$ cat config.mk
export PLATFORM = sky130hd
export DESIGN_NAME = ff_bank_arbiter
export DESIGN_NICKNAME = d
export VERILOG_FILES = /design/src/rtl/ff_bank_arbiter.sv
export SDC_FILE = /design/constraint.sdc
export NUM_CORES = 1
export LEC_CHECK = 0
export ABC_AREA = 1
export CAP_MARGIN = 15
export CORE_ASPECT_RATIO = 1.1
export CORE_MARGIN = 1.5
export CORE_UTILIZATION = 40
export CTS_CLUSTER_SIZE = 20
export DETAILED_ROUTE_END_ITERATION = 16
export PLACE_DENSITY = 0.76
export SLEW_MARGIN = 20
export SYNTH_ARGS = -nofsm -noshare
export SYNTH_HDL_FRONTEND = slang
export SYNTH_SLANG_ARGS = --single-unit
$ cat constraint.sdc
create_clock -name clk -period 4.7 [get_ports clk]
set_clock_uncertainty 0.15 [all_clocks]
set_input_delay 0.705 -clock clk [delete_from_list [all_inputs] [get_ports clk]]
set_output_delay 0.705 -clock clk [all_outputs]
set_load 0.005 [all_outputs]
$ cat src/rtl/ff_bank_arbiter.sv
// Round-robin write arbiter for a shared flip-flop register bank.
// Each ownership is capped at MAX_HOLD consecutive writes before the grant rotates.
module ff_bank_arbiter #(
  parameter int unsigned N_REQ    = 4,
  parameter int unsigned WIDTH    = 8,
  parameter int unsigned MAX_HOLD = 4
) (
  input  logic                       clk,
  input  logic                       rst,
  input  logic [N_REQ-1:0]           req,
  input  logic [N_REQ*WIDTH-1:0]     wdata,
  output logic [N_REQ-1:0]           gnt,
  output logic [$clog2(N_REQ)-1:0]   owner,
  output logic                       busy,
  output logic                       bank_en,
  output logic [WIDTH-1:0]           bank_d
);

  localparam int unsigned OW = $clog2(N_REQ);
  localparam int unsigned HW = 8;

  typedef enum logic [0:0] {IDLE = 1'b0, GRANT = 1'b1} state_t;

  state_t            state_q, state_d;
  logic [N_REQ-1:0]  gnt_d;
  logic [OW-1:0]     owner_d;
  logic              busy_d;
  logic [OW-1:0]     rr_ptr, rr_ptr_d;
  logic [HW-1:0]     hold_cnt, hold_cnt_d;

  logic              own_req;
  logic              release_c;
  logic [OW-1:0]     scan_base;
  logic [N_REQ-1:0]  req_rot;
  logic              win_vld;
  logic [OW-1:0]     win_idx;
  int unsigned       win_sum;

  // gnt is one-hot on owner, so masking req with it yields the owner's request.
  assign own_req = |(req & gnt);
  assign bank_en = (state_q == GRANT) && own_req && !rst;

  // On release the scan starts just past the owner, so the owner is considered last.
  always_comb begin
    if (state_q == GRANT) begin
      scan_base = (32'(owner) == N_REQ - 1) ? '0 : OW'(32'(owner) + 1);
    end else begin
      scan_base = rr_ptr;
    end
  end

  // First requester at or after scan_base, modulo N_REQ.
  always_comb begin
    req_rot = N_REQ'({req, req} >> scan_base);
    win_vld = 1'b0;
    win_idx = '0;
    win_sum = 0;
    for (int k = 0; k < N_REQ; k++) begin
      if (!win_vld && req_rot[k]) begin
        win_vld = 1'b1;
        win_sum = 32'(scan_base) + 32'(k);
        if (win_sum >= N_REQ) win_sum = win_sum - N_REQ;
        win_idx = OW'(win_sum);
      end
    end
  end

  always_comb begin
    bank_d = '0;
    for (int i = 0; i < N_REQ; i++) begin
      if (bank_en && gnt[i]) bank_d = wdata[i*WIDTH +: WIDTH];
    end
  end

  always_ff @(posedge clk) begin
    if (rst) begin
      state_q  <= IDLE;
      gnt      <= '0;
      owner    <= '0;
      busy     <= 1'b0;
      rr_ptr   <= '0;
      hold_cnt <= '0;
    end else begin
      state_q  <= state_d;
      gnt      <= gnt_d;
      owner    <= owner_d;
      busy     <= busy_d;
      rr_ptr   <= rr_ptr_d;
      hold_cnt <= hold_cnt_d;
    end
  end

  always_comb begin
    state_d    = state_q;
    gnt_d      = gnt;
    owner_d    = owner;
    busy_d     = busy;
    rr_ptr_d   = rr_ptr;
    hold_cnt_d = hold_cnt;
    release_c  = 1'b0;
    case (state_q)
      IDLE: begin
        if (win_vld) begin
          state_d    = GRANT;
          gnt_d      = N_REQ'(1) << win_idx;
          owner_d    = win_idx;
          busy_d     = 1'b1;
          hold_cnt_d = '0;
        end
      end
      GRANT: begin
        release_c = !own_req || (hold_cnt == HW'(MAX_HOLD - 1));
        if (!release_c) begin
          hold_cnt_d = hold_cnt + HW'(1);
        end else begin
          rr_ptr_d = scan_base;
          if (win_vld) begin
            gnt_d      = N_REQ'(1) << win_idx;
            owner_d    = win_idx;
            hold_cnt_d = '0;
          end else begin
            state_d    = IDLE;
            gnt_d      = '0;
            owner_d    = '0;
            busy_d     = 1'b0;
            hold_cnt_d = '0;
          end
        end
      end
      default: state_d = IDLE;
    endcase
  end

endmodule

==> results.cfg <==
[status]
outcome = finished clean

[global_routing]
first_global_vias = 1550
grt_use_total_pct = 20.4
antenna_found_initial = 0
grt_pass1_wl_mm = 6.61
grt_overflow = 0
grt_start_max_net_pins = 20

[synth]
syn_nets = 299
synth_top_flop_cell = dfxtp_1
synth-simple-area-share_pct = 50.6
synth_compound_area_share_pct = 11.9
synth_top_family_by_area = simple AND/OR/NAND/NOR gates
syn_inst = 259
synth_area_leaders = dfxtp_1 23%, nand2_1 21%, nand3_1 14%
synth.largest_area_cell = dfxtp_1
synthMuxAreaShare_pct = 0
ys_warn_count = 0
syn_area_per_cell_um2 = 5.93
synth_seq_cells = 18
synth-edff-count = 0
synthXorXnorAreaFrac_pct = 2.85
synthArstFlopShare_pct = 0
netlist_area_um2 = 1540
synthAdderAreaFrac_pct = 1.63
ys_seq_area_share_pct = 23.5
synth_top_area_share_pct = 23.5
synth.distinct_cells = 30

[clock_network]
clk_latency_ns = 0.26
h-tree-depth = 1
clk_pin_slew_ns = 0.06
cts_buffers = 3
post_cts_buffers = 0
tritoncts = done
cts_sinks = 18
ctsResizeCount = 0
cts_hold_buf = 0
root_buffer = clkbuf_8
clock_path_buffers = 2

[worst_hold_path]
min_path_type = flip-flop to flip-flop
hold_path_depth = 2

[cells_and_area]
final_cell_mix = 85 x nand2_1, 53 x clkdlybuf4s50_1, 44 x nand3_1, 29 x nor2_1, 19 x inv_1
multi_input_comb_area_um2 = 1030
mostFrequentLayoutCell = nand2_1
seq_area_um2 = 360
nFillCells = 357
fin_util_pct = 58.1
diodes = 0
final-instance-count-excl-fill = 358
layout.nets = 349
syn_to_final_growth_pct = 38.2
drive_gt1_share_pct = 8.12

[route]
first_pass_iters = 4
wirelength_mm = 4.16
antenna_left = 0
wl_per_cell_um = 11.6
vias_per_cell = 4.99
drt_iter0_drc = 90
vias = 1785
drc = 0

[die]
die-area_um2 = 4220
die_height_um = 68
rows = 23
initial_core_util_pct = 42.0
coreArea_um2 = 3650
pin_count = 54
die_w_um = 62.1

[power]
leakage_nw = 0.938
cellPowerDensity_nw_per_um2 = 392
max-vdd-ir-drop_v = 0.000303

[sta]
min_period_over_period_pct = 84.7
worst_slew_pin_slew_ns = 0.473
post-route-min-period_ns = 3.98
drv_slew = 0
finalHoldViolCount = 0
setup-tns-final_ns = 0
slew_headroom_pct = 68.5
grt_setup_unrepaired = no
whs_ns = 0.329
setup_viol = 0
clock.fmax_mhz = 251

[setup_path]
r2r_cells = 13
arrival_ns = 3.13
cp_max_fo = 19
crit_type = input port to output port
required_ns = 3.85
worstSetupEndpointType = output port
cp-start-kind = input port

[placement]
dp_hpwl_mm = 3.22
io_buffers = 53
gp_routability_congestion = 0.848
placed_cells = 354

[job]
cap_violations = 0
## cells in the mapped netlist (2+ instances only)
library cell	n
nand2_1	85
nand3_1	44
nor2_1	29
inv_1	19
dfxtp_1	18
a31oi_1	9
a21oi_1	7
nand2_2	7
nand4_1	5
xor2_1	5
inv_2	4
nor2_2	4
buf_6	3
a21oi_2	2
buf_4	2
ha_1	2
## metal layers
metal | GRT usage, % | up-vias | routed length (um)
met4 | 6.65 | 0 | 42
met1 | 26.1 | 783 | 1870
met2 | 34.6 | 48 | 1950
met3 | 2.65 | 3 | 289
li1 | - | 951 | -
met5 | 0 | - | 0
## worst max-delay path, stage by stage
cell and delay, ns:
clkdlybuf4s50_1 0.50, inv_1 0.08, o2111ai_1 0.26, nand2_1 0.15
inv_2 0.26, nand2_1 0.36, a31oi_1 0.27, clkdlybuf4s50_1 0.53
## sequential cells by signal (all words and copies together), names as in the netlist
| register | cells |
|---|---|
| busy | 1 |
| gnt | 4 |
| hold_cnt | 8 |
| owner | 2 |
| rr_ptr | 2 |
| state_q | 1 |
## cells by family (layout without fill, tap and decap cells)
group,count (synthesis),count (layout)
flops,18,18
xor+xnor,5,5
compound gates,26,26
simple gates,177,177
buf+inv,31,80
fa+ha+maj,2,2
## where the power goes
part / switching, mW / internal, mW
logic: 0.286 / 0.187
clock network: 0.0531 / 0.0746
registers: 0.0486 / 0.182
## stage by stage
stage / power, mW / instance area [um^2] / setup slack [ns]
final: 0.831 / 2120 / 0.720
after global routing: 0.911 / 2120 / 0.547
after CTS: 0.837 / 2120 / 0.715
after detailed placement: 0.707 / 2070 / 0.715
after global placement: 0.702 / 2070 / 0.792
after floorplan: 0.569 / 1540 / 2.04
## path summary, 6_finish.rpt
kind | startpoint | endpoint | slack (ns)
max | req[1] | bank_d[7] | 0.72
min | rr_ptr[1] | rr_ptr[1] | 0.33
max reg2reg | state_q | hold_cnt[6] | 1.73
min reg2reg | rr_ptr[1] | rr_ptr[1] | 0.33
## area by class of cell
class	instances	share of cell area, %
Timing Repair Buffer	53	25.0
Clock buffer	4	2.59
Inverter	23	4.07
Sequential cell	18	17.0
Tap cell	50	2.95
Multi-Input combinational cell	210	48.4
(Power assumes the default switching activity.)
